`src/rtl/word_index_pkg.sv`:
```
// Shared constants for byte-address to word-index conversion.
// WORD_SHIFT is also used by the CPU's shift-left-2 offset stage.
package word_index_pkg;

    localparam int unsigned WORD_SHIFT = 2;
    localparam int unsigned OFFSET_W   = 2;
    localparam int unsigned FIFO_DEPTH = 2;
    localparam int unsigned DEF_ADDR_W = 32;
    localparam int unsigned DEF_IDX_W  = DEF_ADDR_W - WORD_SHIFT;

    typedef struct packed {
        logic [DEF_IDX_W-1:0] index;
        logic [OFFSET_W-1:0]  offset;
    } word_entry_t;

    function automatic int unsigned entry_w(input int unsigned addr_w);
        return addr_w - WORD_SHIFT + OFFSET_W;
    endfunction

endpackage

```
`src/rtl/word_index_fifo2.sv`:
```
// Generic 2-entry valid/ready buffer with registered outputs and synchronous flush.
module word_index_fifo2
    import word_index_pkg::*;
#(
    parameter int unsigned WIDTH = 32
) (
    input  logic             clk,
    input  logic             rst_n,
    input  logic             flush,
    input  logic             in_valid,
    output logic             in_ready,
    input  logic [WIDTH-1:0] in_data,
    output logic             out_valid,
    input  logic             out_ready,
    output logic [WIDTH-1:0] out_data
);

    localparam logic [1:0] CountFull = 2'(FIFO_DEPTH);

    logic [WIDTH-1:0] mem_q [FIFO_DEPTH];
    logic [1:0]       count_q, count_d;
    logic             wr_ptr_q, wr_ptr_d;
    logic             rd_ptr_q, rd_ptr_d;
    logic             push, pop;

    assign in_ready  = (count_q != CountFull);
    assign out_valid = (count_q != 2'd0);
    assign out_data  = mem_q[rd_ptr_q];
    assign push      = in_valid && in_ready;
    assign pop       = out_valid && out_ready;

    always_comb begin
        count_d  = count_q;
        wr_ptr_d = wr_ptr_q;
        rd_ptr_d = rd_ptr_q;
        if (flush) begin
            count_d  = 2'd0;
            wr_ptr_d = 1'b0;
            rd_ptr_d = 1'b0;
        end else begin
            if (push) wr_ptr_d = ~wr_ptr_q;
            if (pop)  rd_ptr_d = ~rd_ptr_q;
            if (push && !pop)      count_d = count_q + 2'd1;
            else if (pop && !push) count_d = count_q - 2'd1;
        end
    end

    always_ff @(posedge clk or negedge rst_n) begin
        if (!rst_n) begin
            count_q  <= 2'd0;
            wr_ptr_q <= 1'b0;
            rd_ptr_q <= 1'b0;
            for (int i = 0; i < FIFO_DEPTH; i++) mem_q[i] <= '0;
        end else begin
            count_q  <= count_d;
            wr_ptr_q <= wr_ptr_d;
            rd_ptr_q <= rd_ptr_d;
            if (push && !flush) mem_q[wr_ptr_q] <= in_data;
        end
    end

endmodule

```
`src/rtl/word_index_decoder.sv`:
```
// Byte address -> word index stage (addr >> 2) with misalignment flag and 2-entry buffer.
// Optional saturating misalignment counter enabled by WORD_INDEX_MISALIGN_CNT_EN.
module word_index_decoder
    import word_index_pkg::*;
#(
    parameter int unsigned ADDR_W = 32,
    parameter int unsigned IDX_W  = ADDR_W - WORD_SHIFT
) (
    input  logic              clk,
    input  logic              rst_n,
    input  logic              flush,
    input  logic              in_valid,
    output logic              in_ready,
    input  logic [ADDR_W-1:0] in_addr,
    output logic              out_valid,
    input  logic              out_ready,
    output logic [IDX_W-1:0]  out_index,
    output logic [1:0]        out_offset,
`ifdef WORD_INDEX_MISALIGN_CNT_EN
    output logic [15:0]       misalign_count,
`endif
    output logic              out_misaligned
);

    localparam int unsigned EntryW = entry_w(ADDR_W);

    typedef struct packed {
        logic [IDX_W-1:0]    index;
        logic [OFFSET_W-1:0] offset;
    } entry_t;

    entry_t in_entry, out_entry;

    // Pure truncating shift: the top bits are zero-filled, never sign-extended.
    assign in_entry.index  = in_addr[ADDR_W-1:WORD_SHIFT];
    assign in_entry.offset = in_addr[OFFSET_W-1:0];

    word_index_fifo2 #(
        .WIDTH (EntryW)
    ) u_fifo (
        .clk       (clk),
        .rst_n     (rst_n),
        .flush     (flush),
        .in_valid  (in_valid),
        .in_ready  (in_ready),
        .in_data   (in_entry),
        .out_valid (out_valid),
        .out_ready (out_ready),
        .out_data  (out_entry)
    );

    assign out_index      = out_entry.index;
    assign out_offset     = out_entry.offset;
    assign out_misaligned = |out_entry.offset;

`ifdef WORD_INDEX_MISALIGN_CNT_EN
    logic [15:0] mis_cnt_q, mis_cnt_d;

    // Counts downstream accepts even in a flush cycle; only reset clears it.
    always_comb begin
        mis_cnt_d = mis_cnt_q;
        if (out_valid && out_ready && out_misaligned && (mis_cnt_q != 16'hFFFF)) begin
            mis_cnt_d = mis_cnt_q + 16'd1;
        end
    end

    always_ff @(posedge clk or negedge rst_n) begin
        if (!rst_n) mis_cnt_q <= 16'd0;
        else        mis_cnt_q <= mis_cnt_d;
    end

    assign misalign_count = mis_cnt_q;
`endif

endmodule

```
`config.mk`:
```
export PLATFORM = sky130hd
export DESIGN_NAME = word_index_decoder
export DESIGN_NICKNAME = d
export VERILOG_FILES = /design/src/rtl/word_index_pkg.sv /design/src/rtl/word_index_fifo2.sv /design/src/rtl/word_index_decoder.sv
export SDC_FILE = /design/constraint.sdc
export NUM_CORES = 1
export LEC_CHECK = 0
export BUFFER_PORTS_ARGS = -buffer_cell sky130_fd_sc_hd__buf_2
export CORE_ASPECT_RATIO = 1.5
export CORE_MARGIN = 2
export CORE_UTILIZATION = 48
export DETAILED_ROUTE_END_ITERATION = 6
export PLACE_DENSITY = 0.75
export SYNTH_ARGS = -nofsm -noshare
export SYNTH_HDL_FRONTEND = slang
export SYNTH_SLANG_ARGS = --single-unit
```
`constraint.sdc`:
```
create_clock -name clk -period 1.79 [get_ports clk]
set_clock_uncertainty 0.2 [all_clocks]
set_input_delay 0.2685 -clock clk [delete_from_list [all_inputs] [get_ports clk]]
set_output_delay 0.2685 -clock clk [all_outputs]
set_load 0.005 [all_outputs]
```
==> impl_metrics.csv, run 1 <==
group,metric,value,unit
status,run_status,"complete, but fails checks",
status,violations_in_the_final_reports,"setup timing",
grt,grt_first_pass_wirelength,9.77,mm
placement,placement.io_buffers,71,
routing,postRouteAntennaNets,0,
power_and_ir_drop,p_int,3.45,mW
die,count_of_standard_cell_rows,35,
clocking,clock_input_transition_at_the_sequential_cells_of_the_worst_setup_and_hold_paths,0.07,ns
placement,place_ws,0.0567,ns
cells_and_area,area.growth.synth_to_final,39.7,%
routing,drt_first_pass_iters,4,
power_and_ir_drop,clock_power_share,0.303,
placement,dpl_cell_area,3540,sq um
power_and_ir_drop,power.static_leakage,1.92,nW
clocking,cts_buffers,9,
timing,whs,0.0598,ns
logic_synthesis,syn_inst,196,
clocking,cts_root_buf,"sky130_fd_sc_hd__clkbuf_8",
power_and_ir_drop,total_power_density_per_cell_area,1100,nW/um^2
die,fp.dieArea,6940,sq um
clocking,clock_sinks,68,
setup_path,criticalPathCategory,"flop to primary output",
setup_path,cp_data_required_time,1.32,ns
routing,remaining_drc_errors,0,
cells_and_area,final_layout_size_suffix_gt1_frac,0.624,
placement,gp_routability_congestion,0.722,
setup_path,worst-endpoint-arrival,1.51,ns
timing,final_min_period_over_clock_period,1.11,
logic_synthesis,netlist-cell-type-count,22,
cells_and_area,stdcell_count,396,
die,die_h,101,um
logic_synthesis,synth_register_bits,68,
timing,max_clock_freq,505,MHz
routing,detailroute.via_count,2012,
timing,slew-limit-headroom,0.762,
logic_synthesis,synth_area,3010,sq um
clocking,worst_skew_pair.late_latency,0.34,ns
placement,dp_hpwl,3.81,mm
grt,grtUsageTotal,0.192,
placement,place_inst,344,
clocking,maximum_buffer_depth_of_the_clock_tree,2,
power_and_ir_drop,maximum_ir_drop_on_the_vdd_rail,0.000861,V
power_and_ir_drop,combinationalPowerShare,0.247,
timing,finalMaxSlewViolations,0,
logic_synthesis,synth_sequential_area_ratio,0.565,
grt,global_route.overflow_total,0,
routing,mean_routed_wirelength_per_cell,15.3,um
setup_path,startpoint_type,"flop",
setup_path,critical_path.max_fanout,6,
routing,drtIter0Drc,63,
die,io-pin-count,72,
timing,unrepaired_setup_endpoints_after_global_routing,"true",
power_and_ir_drop,power.total,4.62,mW
logic_synthesis,avgSynthCellArea,15.4,sq um
clocking,cts_tree,"done",
timing,layout_setup_ws,-0.189,ns
die,start_util,0.492,
cells_and_area,diodes,0,
job,drv_cap,0,
power_and_ir_drop,swShare,0.254,
grt,grt_antenna_before_repair,0,
routing,vias_per_cell,5.08,
timing,fin_crit,1.98,ns
setup_path,critical_path.endpoint_type,"primary output",
cells_and_area,final_nets,354,
power_and_ir_drop,p_seq_frac,0.450,
timing,final-setup-viol-count,31,
die,core-area,6130,sq um
clocking,cts.htree.levels,3,
timing,worstMarginPinSlew,0.357,ns
grt,pin_count_of_the_biggest_net_entering_global_routing,69,
cells_and_area,finalInstanceArea,4210,sq um
grt,grt_pass1_vias,2071,
power_and_ir_drop,power.switching,1.18,mW
die,fp.dieW,68.7,um
logic_synthesis,net_count_of_the_mapped_netlist,233,
logic_synthesis,synth_warn,0,
routing,finalWirelength,6.04,mm
timing,timing.final.hold_violations,0,
worst_hold_path,min_path_type,"input port to flop",
[critical path: stages, from the launching register on]
cell                      delay, ns
sky130_fd_sc_hd__dfrtp_2       0.48
sky130_fd_sc_hd__mux2_4        0.33
sky130_fd_sc_hd__or2_4         0.25
sky130_fd_sc_hd__buf_6         0.11
[registers in the layout, indices dropped and copies added (netlist names)]
register,flops
u_fifo.mem_q,64
u_fifo.wr_ptr_q,1
u_fifo.rd_ptr_q,1
u_fifo.count_q,2
[through the flow]
stage                     TNS (ns)  utilization
after detailed placement         0        0.577
after floorplan                  0            -
final                        -3.96        0.687
after global placement           0        0.577
after global routing         -5.58        0.687
after CTS                    -4.82        0.682
[cells in the mapped netlist]
master	count	area share
sky130_fd_sc_hd__clkbuf_1	4	0.0050
sky130_fd_sc_hd__inv_2	1	0.0012
sky130_fd_sc_hd__mux2i_1	1	0.0033
sky130_fd_sc_hd__nor2b_2	1	0.0029
sky130_fd_sc_hd__nand4b_2	1	0.0050
sky130_fd_sc_hd__xor2_1	1	0.0029
sky130_fd_sc_hd__or3_1	1	0.0021
sky130_fd_sc_hd__a21oi_1	4	0.0066
sky130_fd_sc_hd__inv_1	1	0.0012
sky130_fd_sc_hd__nand3b_1	1	0.0025
sky130_fd_sc_hd__o21ai_0	2	0.0033
sky130_fd_sc_hd__buf_4	3	0.0075
sky130_fd_sc_hd__o211ai_1	1	0.0025
sky130_fd_sc_hd__a21o_1	1	0.0025
sky130_fd_sc_hd__nor2_1	1	0.0012
sky130_fd_sc_hd__buf_6	3	0.011
sky130_fd_sc_hd__dfrtp_1	68	0.56
sky130_fd_sc_hd__or2_2	3	0.0062
sky130_fd_sc_hd__nor3b_1	1	0.0025
sky130_fd_sc_hd__nor4_4	1	0.0071
sky130_fd_sc_hd__mux2_1	5	0.019
sky130_fd_sc_hd__mux2_2	91	0.34
[layout make-up]
class	instances	area, sq um
Clock buffer	9	124
Clock inverter	7	101
Fill cell	438	1920
Inverter	2	7.51
Multi-Input combinational cell	116	1270
Sequential cell	68	1700
Tap cell	74	92.6
Timing Repair Buffer	120	915
[per-layer routing]
layer,vias up,GRT usage,share of wire
li1,947,-,-
met1,1011,0.238,0.42
met2,45,0.317,0.53
met3,9,0.0447,0.037
met4,0,0.0799,0.018
met5,-,0,0
[cell families after synthesis]
kind of cell    count (synthesis)  share of synthesized area
simple gates                   10                     0.0295
xor+xnor                        1                    0.00291
mux                            97                      0.362
flops                          68                      0.565
compound gates                  8                     0.0149
buf+inv                        12                     0.0261
[layout by cell type (no fill, tap or decap), drive strengths merged]
master / n
inv: 2
clkinvlp: 2
o21ai: 2
nor4: 1
o211ai: 1
mux2: 96
dfrtp: 68
nand3b: 1
dlygate4sd3: 34
bufinv: 2
clkinv: 3
or2: 3
mux2i: 1
buf: 86
or3: 1
a21oi: 4
a21o: 1
nand4b: 1
clkbuf: 9
nor2: 1
nor3b: 1
nor2b: 1
xor2: 1
[path summary, 6_finish.rpt]
kind	start	endpoint	slack, ns	cells after the start
max	u_fifo.rd_ptr_q	out_misaligned	-0.19	3
min	out_ready	u_fifo.count_q[1]	0.06	3
max reg2reg	u_fifo.count_q[1]	u_fifo.mem_q[18]	0.08	5
min in group asynchronous	rst_n	u_fifo.mem_q[2]	0.28	3
min reg2reg	u_fifo.mem_q[47]	u_fifo.mem_q[47]	0.29	1
max in group asynchronous	rst_n	u_fifo.rd_ptr_q	0.82	3
[power by group through the flow]
stage	logic, mW	registers [mW]	clock network, mW
final	1.14	2.08	1.40
after global routing	1.25	2.13	1.50
after CTS	1.15	2.08	1.42
after detailed placement	0.998	2.10	0
after global placement	0.977	2.08	0
after floorplan	0.644	2.04	0
[repair_timing]
item | CTS | global route
buffers inserted | 1 | 2
hold buffers | 34 | 0
gates resized for setup | 18 | 3
pin swaps | 1 | 1
endpoints found under the hold margin | 136 | 0
endpoints found under the setup margin | 33 | 59
Note: power is estimated with default switching activity, not from simulation.
==> run 2: changes to the inputs <==
- CORE_UTILIZATION: 48 -> 53
- PLACE_DENSITY: 0.75 -> 0.78
- clock period: 1.79 -> 2.1 ns (I/O delays scaled with it)
==> run 2 against run 1 <==
  * The flow now finishes without violations
  * Cell count down 11%
  * Global-route usage up 0.63 points
  * Wire length down 9.6%
  * Final area down 12%
  * Count of clock-buffer cells in the layout up 2
  * Register-to-register slack better by 0.12 ns
  * Sequential power down 15%
  * Clock power down 21%
  * Die area down 9.0%
  * Via count down 8.9%
  * Largest power group unchanged
==> impl_metrics.csv, run 2 (synthesized netlist as in run 1, its figures left out) <==
group,metric,value,unit
setup_path,timing.critical_path.slowest_cell_delay,0.42,ns
die,die_h,96.4,um
power_and_ir_drop,p_int,2.77,mW
grt,global_route.overflow_total,0,
setup_path,startpoint_type,"flop",
cells_and_area,diodes,0,
setup_path,critical_path.max_fanout,4,
timing,max_clock_freq,493,MHz
setup_path,slowest_stage,"sky130_fd_sc_hd__dfrtp_2",
timing,final-setup-viol-count,0,
setup_path,total_stage_count_of_the_critical_path,3,
routing,remaining_drc_errors,0,
cells_and_area,final_nets,314,
setup_path,worst-endpoint-arrival,1.51,ns
setup_path,worst_setup_path_endpoint,"out_misaligned",
placement,dp_hpwl,3.84,mm
timing,fin_crit,2.03,ns
routing,drtIter0Drc,95,
timing,setup-tns-final,0,ns
clocking,cts_tree,"done",
power_and_ir_drop,power.switching,0.933,mW
routing,finalWirelength,5.46,mm
power_and_ir_drop,clock_power_share,0.297,
clocking,clock_sinks,68,
cells_and_area,filler_cell_count,446,
timing,slew-limit-headroom,0.707,
grt,pin_count_of_the_biggest_net_entering_global_routing,51,
setup_path,reg2reg_setup_slack,0.20,ns
grt,grt_first_pass_wirelength,9.20,mm
cells_and_area,final_cell_mix,"sky130_fd_sc_hd__mux2_2, sky130_fd_sc_hd__buf_2, sky130_fd_sc_hd__dfrtp_1",
grt,grt_pass1_vias,1950,
timing,final_min_period_over_clock_period,0.966,
die,io-pin-count,72,
grt,grt_antenna_before_repair,0,
routing,postRouteAntennaNets,0,
cells_and_area,area.growth.synth_to_final,23.0,%
power_and_ir_drop,maximum_ir_drop_on_the_vdd_rail,0.000764,V
cells_and_area,stdcell_count,352,
routing,drt_first_pass_iters,4,
clocking,cts_buffers,9,
routing,mean_routed_wirelength_per_cell,15.5,um
placement,gp_routability_congestion,0.746,
grt,grtUsageTotal,0.198,
cells_and_area,final_layout_size_suffix_gt1_frac,0.684,
die,core-area,5490,sq um
cells_and_area,largest_reg_flops,64,
die,count_of_standard_cell_rows,33,
timing,worstMarginPinSlew,0.439,ns
timing,whs,0.0137,ns
setup_path,cp_cell_sequence,"mux2_2, or2_2, buf_2",
setup_path,critical_path_buf_inv_count,1,
job,drv_cap,0,
setup_path,cp_data_required_time,1.58,ns
clocking,cts.htree.levels,3,
setup_path,setup.worst_path.start,"u_fifo.rd_ptr_q",
setup_path,reg2reg_from,"u_fifo.count_q[1]",
power_and_ir_drop,total_power_density_per_cell_area,998,nW/um^2
cells_and_area,reg.largest.list,"u_fifo.mem_q: 64 flops, u_fifo.count_q: 2 flops",
status,run_status,"finished, final reports clean",
power_and_ir_drop,power.static_leakage,1.69,nW
worst_hold_path,whs_path_depth,2,
die,fp.dieArea,6320,sq um
routing,vias_per_cell,5.21,
power_and_ir_drop,p_seq_frac,0.479,
die,start_util,0.549,
setup_path,cp_top_family,"flip-flops",
timing,timing.final.hold_violations,0,
setup_path,critical_path.endpoint_type,"primary output",
clocking,worst_skew_pair.late_latency,0.33,ns
setup_path,criticalPathCategory,"flop to primary output",
routing,detailroute.via_count,1833,
cells_and_area,largest_register,"u_fifo.mem_q",
placement,place_inst,334,
cells_and_area,finalInstanceArea,3710,sq um
setup_path,reg2regPathDepth,5,
timing,finalMaxSlewViolations,0,
power_and_ir_drop,swShare,0.252,
cells_and_area,layout.cells.most_common,"sky130_fd_sc_hd__mux2_2",
power_and_ir_drop,combinationalPowerShare,0.223,
clocking,post_cts.repair.setup_buffers,0,
die,fp.dieW,65.6,um
placement,placement.io_buffers,71,
timing,unrepaired_setup_endpoints_after_global_routing,"false",
setup_path,rr_endpoint,"u_fifo.mem_q[26]",
placement,dpl_cell_area,3480,sq um
clocking,clock_input_transition_at_the_sequential_cells_of_the_worst_setup_and_hold_paths,0.07,ns
cells_and_area,utilization,0.675,
clocking,maximum_buffer_depth_of_the_clock_tree,2,
worst_hold_path,min_path_type,"input port to flop",
clocking,cts_root_buf,"sky130_fd_sc_hd__clkbuf_8",
[run 2: changes by cell type in the layout (fill, tap and decap cells not counted), moves of 2 or more]
| cell | delta |
|---|---|
| sky130_fd_sc_hd__buf_4 | -2 |
| sky130_fd_sc_hd__buf_6 | -11 |
| sky130_fd_sc_hd__clkbuf_8 | +2 |
| sky130_fd_sc_hd__buf_2 | +6 |
| sky130_fd_sc_hd__dlygate4sd3_1 | -32 |
| sky130_fd_sc_hd__mux2_2 | +7 |
| sky130_fd_sc_hd__mux2_4 | -7 |
| sky130_fd_sc_hd__clkinv_4 | -3 |
[run 2: cell type report]
class	instances	area (sq um)	share of cell area
clock inverters	5	58.8	0.0159
inverters	2	7.51	0.00202
flip-flops and latches	68	1700	0.459
multi-input cells	116	1230	0.333
well taps	70	87.6	0.0236
repair buffers	80	465	0.126
clock buffers	11	151	0.0408
[run 2: layer usage]
layer,global-route usage,up-vias,wire (um)
li1,-,861,-
met1,0.235,913,2270
met2,0.340,51,2840
met3,0.0456,8,261
met4,0.0938,0,89
met5,0,-,0
[run 2: power by group through the flow]
stage                     combinational (mW)  clock (mW)  sequential, mW
after floorplan                        0.549           0            1.74
after global placement                 0.813           0            1.78
after detailed placement               0.837           0            1.80
after CTS                              0.848        1.13            1.78
after global routing                   0.924        1.18            1.81
final                                  0.827        1.10            1.77
[run 2: how the worst min path moves through the flow]
stage / from / endpoint / slack (ns)
floorplan: rst_n / u_fifo.count_q[0] / -0.18
global placement: rst_n / u_fifo.count_q[1] / 0.08
detailed placement: rst_n / u_fifo.count_q[1] / 0.08
CTS: in_addr[5] / u_fifo.mem_q[37] / 0.005
global route: in_addr[23] / u_fifo.mem_q[23] / 0.008
finish: in_addr[5] / u_fifo.mem_q[37] / 0.01
[run 2: worst reg2reg max path: cells and delay by family, from the launching register on]
kind / cells / cell delay (ns)
simple gates: 2 / 0.42
mux: 1 / 0.37
flops: 1 / 0.42
buf+inv: 2 / 0.37
[run 2: through the flow]
| step | power (mW) | setup slack, ns |
|---|---|---|
| after floorplan | 2.29 | 0.343 |
| after global routing | 3.92 | 0.0145 |
| final | 3.70 | 0.0718 |
| after CTS | 3.76 | 0.0119 |
| after detailed placement | 2.64 | 0.219 |
| after global placement | 2.59 | 0.269 |
[run 2: timing repair]
action | CTS | global route
resized for setup | 0 | 1
hold buffers | 2 | 0
endpoints found under the setup margin | 0 | 1
hold endpoints to repair | 19 | 0
==> run 3: changes to the inputs <==
- MAX_ROUTING_LAYER: unset -> met4
- TNS_END_PERCENT: unset -> 1
==> run 3 against run 2 <==
  * Register-to-register slack is essentially flat
  * Flip-flop and latch count is the same
  * Sequential share of layout area is the same
  * First-iteration DRC count shrank 1.1%
  * Core utilization is the same
  * Largest power group unchanged
  * Highest routed layer unchanged
==> impl_metrics.csv, run 3 (synthesized netlist as in run 1, its figures left out) <==
group,metric,value,unit
clocking,clock_sinks,68,
placement,dp_hpwl,3.84,mm
timing,worstMarginPinSlew,0.439,ns
placement,place_ws,0.219,ns
cells_and_area,final_layout_size_suffix_gt1_frac,0.684,
die,count_of_standard_cell_rows,33,
power_and_ir_drop,swShare,0.254,
power_and_ir_drop,power.static_leakage,1.69,nW
setup_path,criticalPathCategory,"flop to primary output",
timing,finalMaxSlewViolations,0,
cells_and_area,final_cell_mix,"sky130_fd_sc_hd__mux2_2, sky130_fd_sc_hd__buf_2, sky130_fd_sc_hd__dfrtp_1",
clocking,cts_root_buf,"sky130_fd_sc_hd__clkbuf_8",
die,start_util,0.549,
placement,placement.io_buffers,71,
clocking,cts_tree,"done",
power_and_ir_drop,combinationalPowerShare,0.223,
routing,mean_routed_wirelength_per_cell,15.7,um
setup_path,cp_data_required_time,1.58,ns
cells_and_area,layout.cells.most_common,"sky130_fd_sc_hd__mux2_2",
cells_and_area,area.growth.synth_to_final,23.0,%
clocking,post_cts.repair.setup_buffers,0,
clocking,worst_skew_pair.late_latency,0.34,ns
power_and_ir_drop,clock_power_share,0.298,
cells_and_area,diodes,0,
routing,detailroute.via_count,1838,
power_and_ir_drop,p_int,2.77,mW
cells_and_area,largest_reg_flops,64,
timing,slew-limit-headroom,0.707,
grt,grt_first_pass_wirelength,9.23,mm
timing,max_clock_freq,492,MHz
grt,pin_count_of_the_biggest_net_entering_global_routing,51,
routing,drtIter0Drc,94,
clocking,clock_input_transition_at_the_sequential_cells_of_the_worst_setup_and_hold_paths,0.07,ns
power_and_ir_drop,total_power_density_per_cell_area,1000,nW/um^2
cells_and_area,final_nets,314,
cells_and_area,reg.largest.list,"u_fifo.mem_q: 64 flops, u_fifo.count_q: 2 flops",
setup_path,worst-endpoint-arrival,1.52,ns
clocking,maximum_buffer_depth_of_the_clock_tree,2,
timing,unrepaired_setup_endpoints_after_global_routing,"false",
setup_path,critical_path.endpoint_type,"primary output",
routing,vias_per_cell,5.22,
setup_path,startpoint_type,"flop",
timing,fin_crit,2.03,ns
clocking,cts_buffers,9,
job,drv_cap,0,
timing,layout_setup_ws,0.0660,ns
placement,gp_routability_congestion,0.756,
power_and_ir_drop,power.switching,0.941,mW
die,fp.dieArea,6320,sq um
grt,grt_antenna_before_repair,0,
timing,final_min_period_over_clock_period,0.969,
power_and_ir_drop,p_seq_frac,0.478,
worst_hold_path,min_path_type,"input port to flop",
timing,setup-tns-final,0,ns
die,io-pin-count,72,
grt,grt_pass1_vias,1952,
cells_and_area,utilization,0.675,
routing,finalWirelength,5.51,mm
die,core-area,5490,sq um
timing,timing.final.hold_violations,0,
cells_and_area,largest_register,"u_fifo.mem_q",
routing,remaining_drc_errors,0,
grt,grtUsageTotal,0.204,
grt,global_route.overflow_total,0,
power_and_ir_drop,maximum_ir_drop_on_the_vdd_rail,0.000770,V
die,die_h,96.4,um
die,fp.dieW,65.6,um
routing,postRouteAntennaNets,0,
status,run_status,"finished, final reports clean",
clocking,cts.htree.levels,3,
routing,drt_first_pass_iters,4,
setup_path,critical_path.max_fanout,4,
cells_and_area,filler_cell_count,446,
timing,final-setup-viol-count,0,
[run 3: cell type report]
type,instances,area (sq um),share of cell area
repair buffers,80,465,0.126
inverters,2,7.51,0.00202
clock inverters,5,58.8,0.0159
flip-flops and latches,68,1700,0.459
well taps,70,87.6,0.0236
clock buffers,11,151,0.0408
multi-input cells,116,1230,0.333
[run 3: path summary, 6_finish.rpt]
check                      slack [ns]         startpoint  cells after the start           endpoint
min in group asynchronous        0.25              rst_n                      2  u_fifo.count_q[0]
max                              0.07    u_fifo.rd_ptr_q                      3     out_misaligned
max in group asynchronous        0.84              rst_n                      3    u_fifo.rd_ptr_q
min                             0.008         in_addr[5]                      2   u_fifo.mem_q[37]
max reg2reg                      0.21  u_fifo.count_q[1]                      5   u_fifo.mem_q[26]
min reg2reg                      0.29   u_fifo.mem_q[37]                      1   u_fifo.mem_q[37]
[run 3: power by group through the flow]
stage | clock, mW | sequential, mW | combinational [mW]
finish | 1.11 | 1.77 | 0.828
global route | 1.19 | 1.81 | 0.923
CTS | 1.13 | 1.78 | 0.848
detailed placement | 0 | 1.80 | 0.837
global placement | 0 | 1.78 | 0.813
floorplan | 0 | 1.74 | 0.549
[run 3: per-layer routing]
metal | global-route usage | routed length, um
met2 | 0.339 | 2850
met1 | 0.241 | 2330
met5 | - | 0
met3 | 0.0398 | 232
met4 | 0.0938 | 103
[run 3: worst max-delay path: stages, from the launching register on]
cell,delay [ns]
sky130_fd_sc_hd__dfrtp_2,0.42
sky130_fd_sc_hd__mux2_2,0.35
sky130_fd_sc_hd__or2_2,0.29
sky130_fd_sc_hd__buf_2,0.13
[run 3: metrics by stage]
| stage | area [sq um] | std cells | hold WS [ns] | power, mW |
|---|---|---|---|---|
| 2_1_floorplan | 3010 | 196 | -0.181 | 2.29 |
| 3_3_place_gp | 3480 | 334 | 0.0845 | 2.59 |
| 3_5_place_dp | 3480 | 334 | 0.0847 | 2.64 |
| 4_1_cts | 3710 | 352 | 0.00501 | 3.76 |
| 5_1_grt | 3710 | 352 | 0.00783 | 3.92 |
| 6_report | 3710 | 352 | 0.00806 | 3.71 |
[run 3: repair_timing]
action                                  4_1_cts  5_1_grt
gates resized for setup                       0        1
endpoints found under the hold margin        19        0
hold buffers                                  2        0
endpoints found under the setup margin        0        1
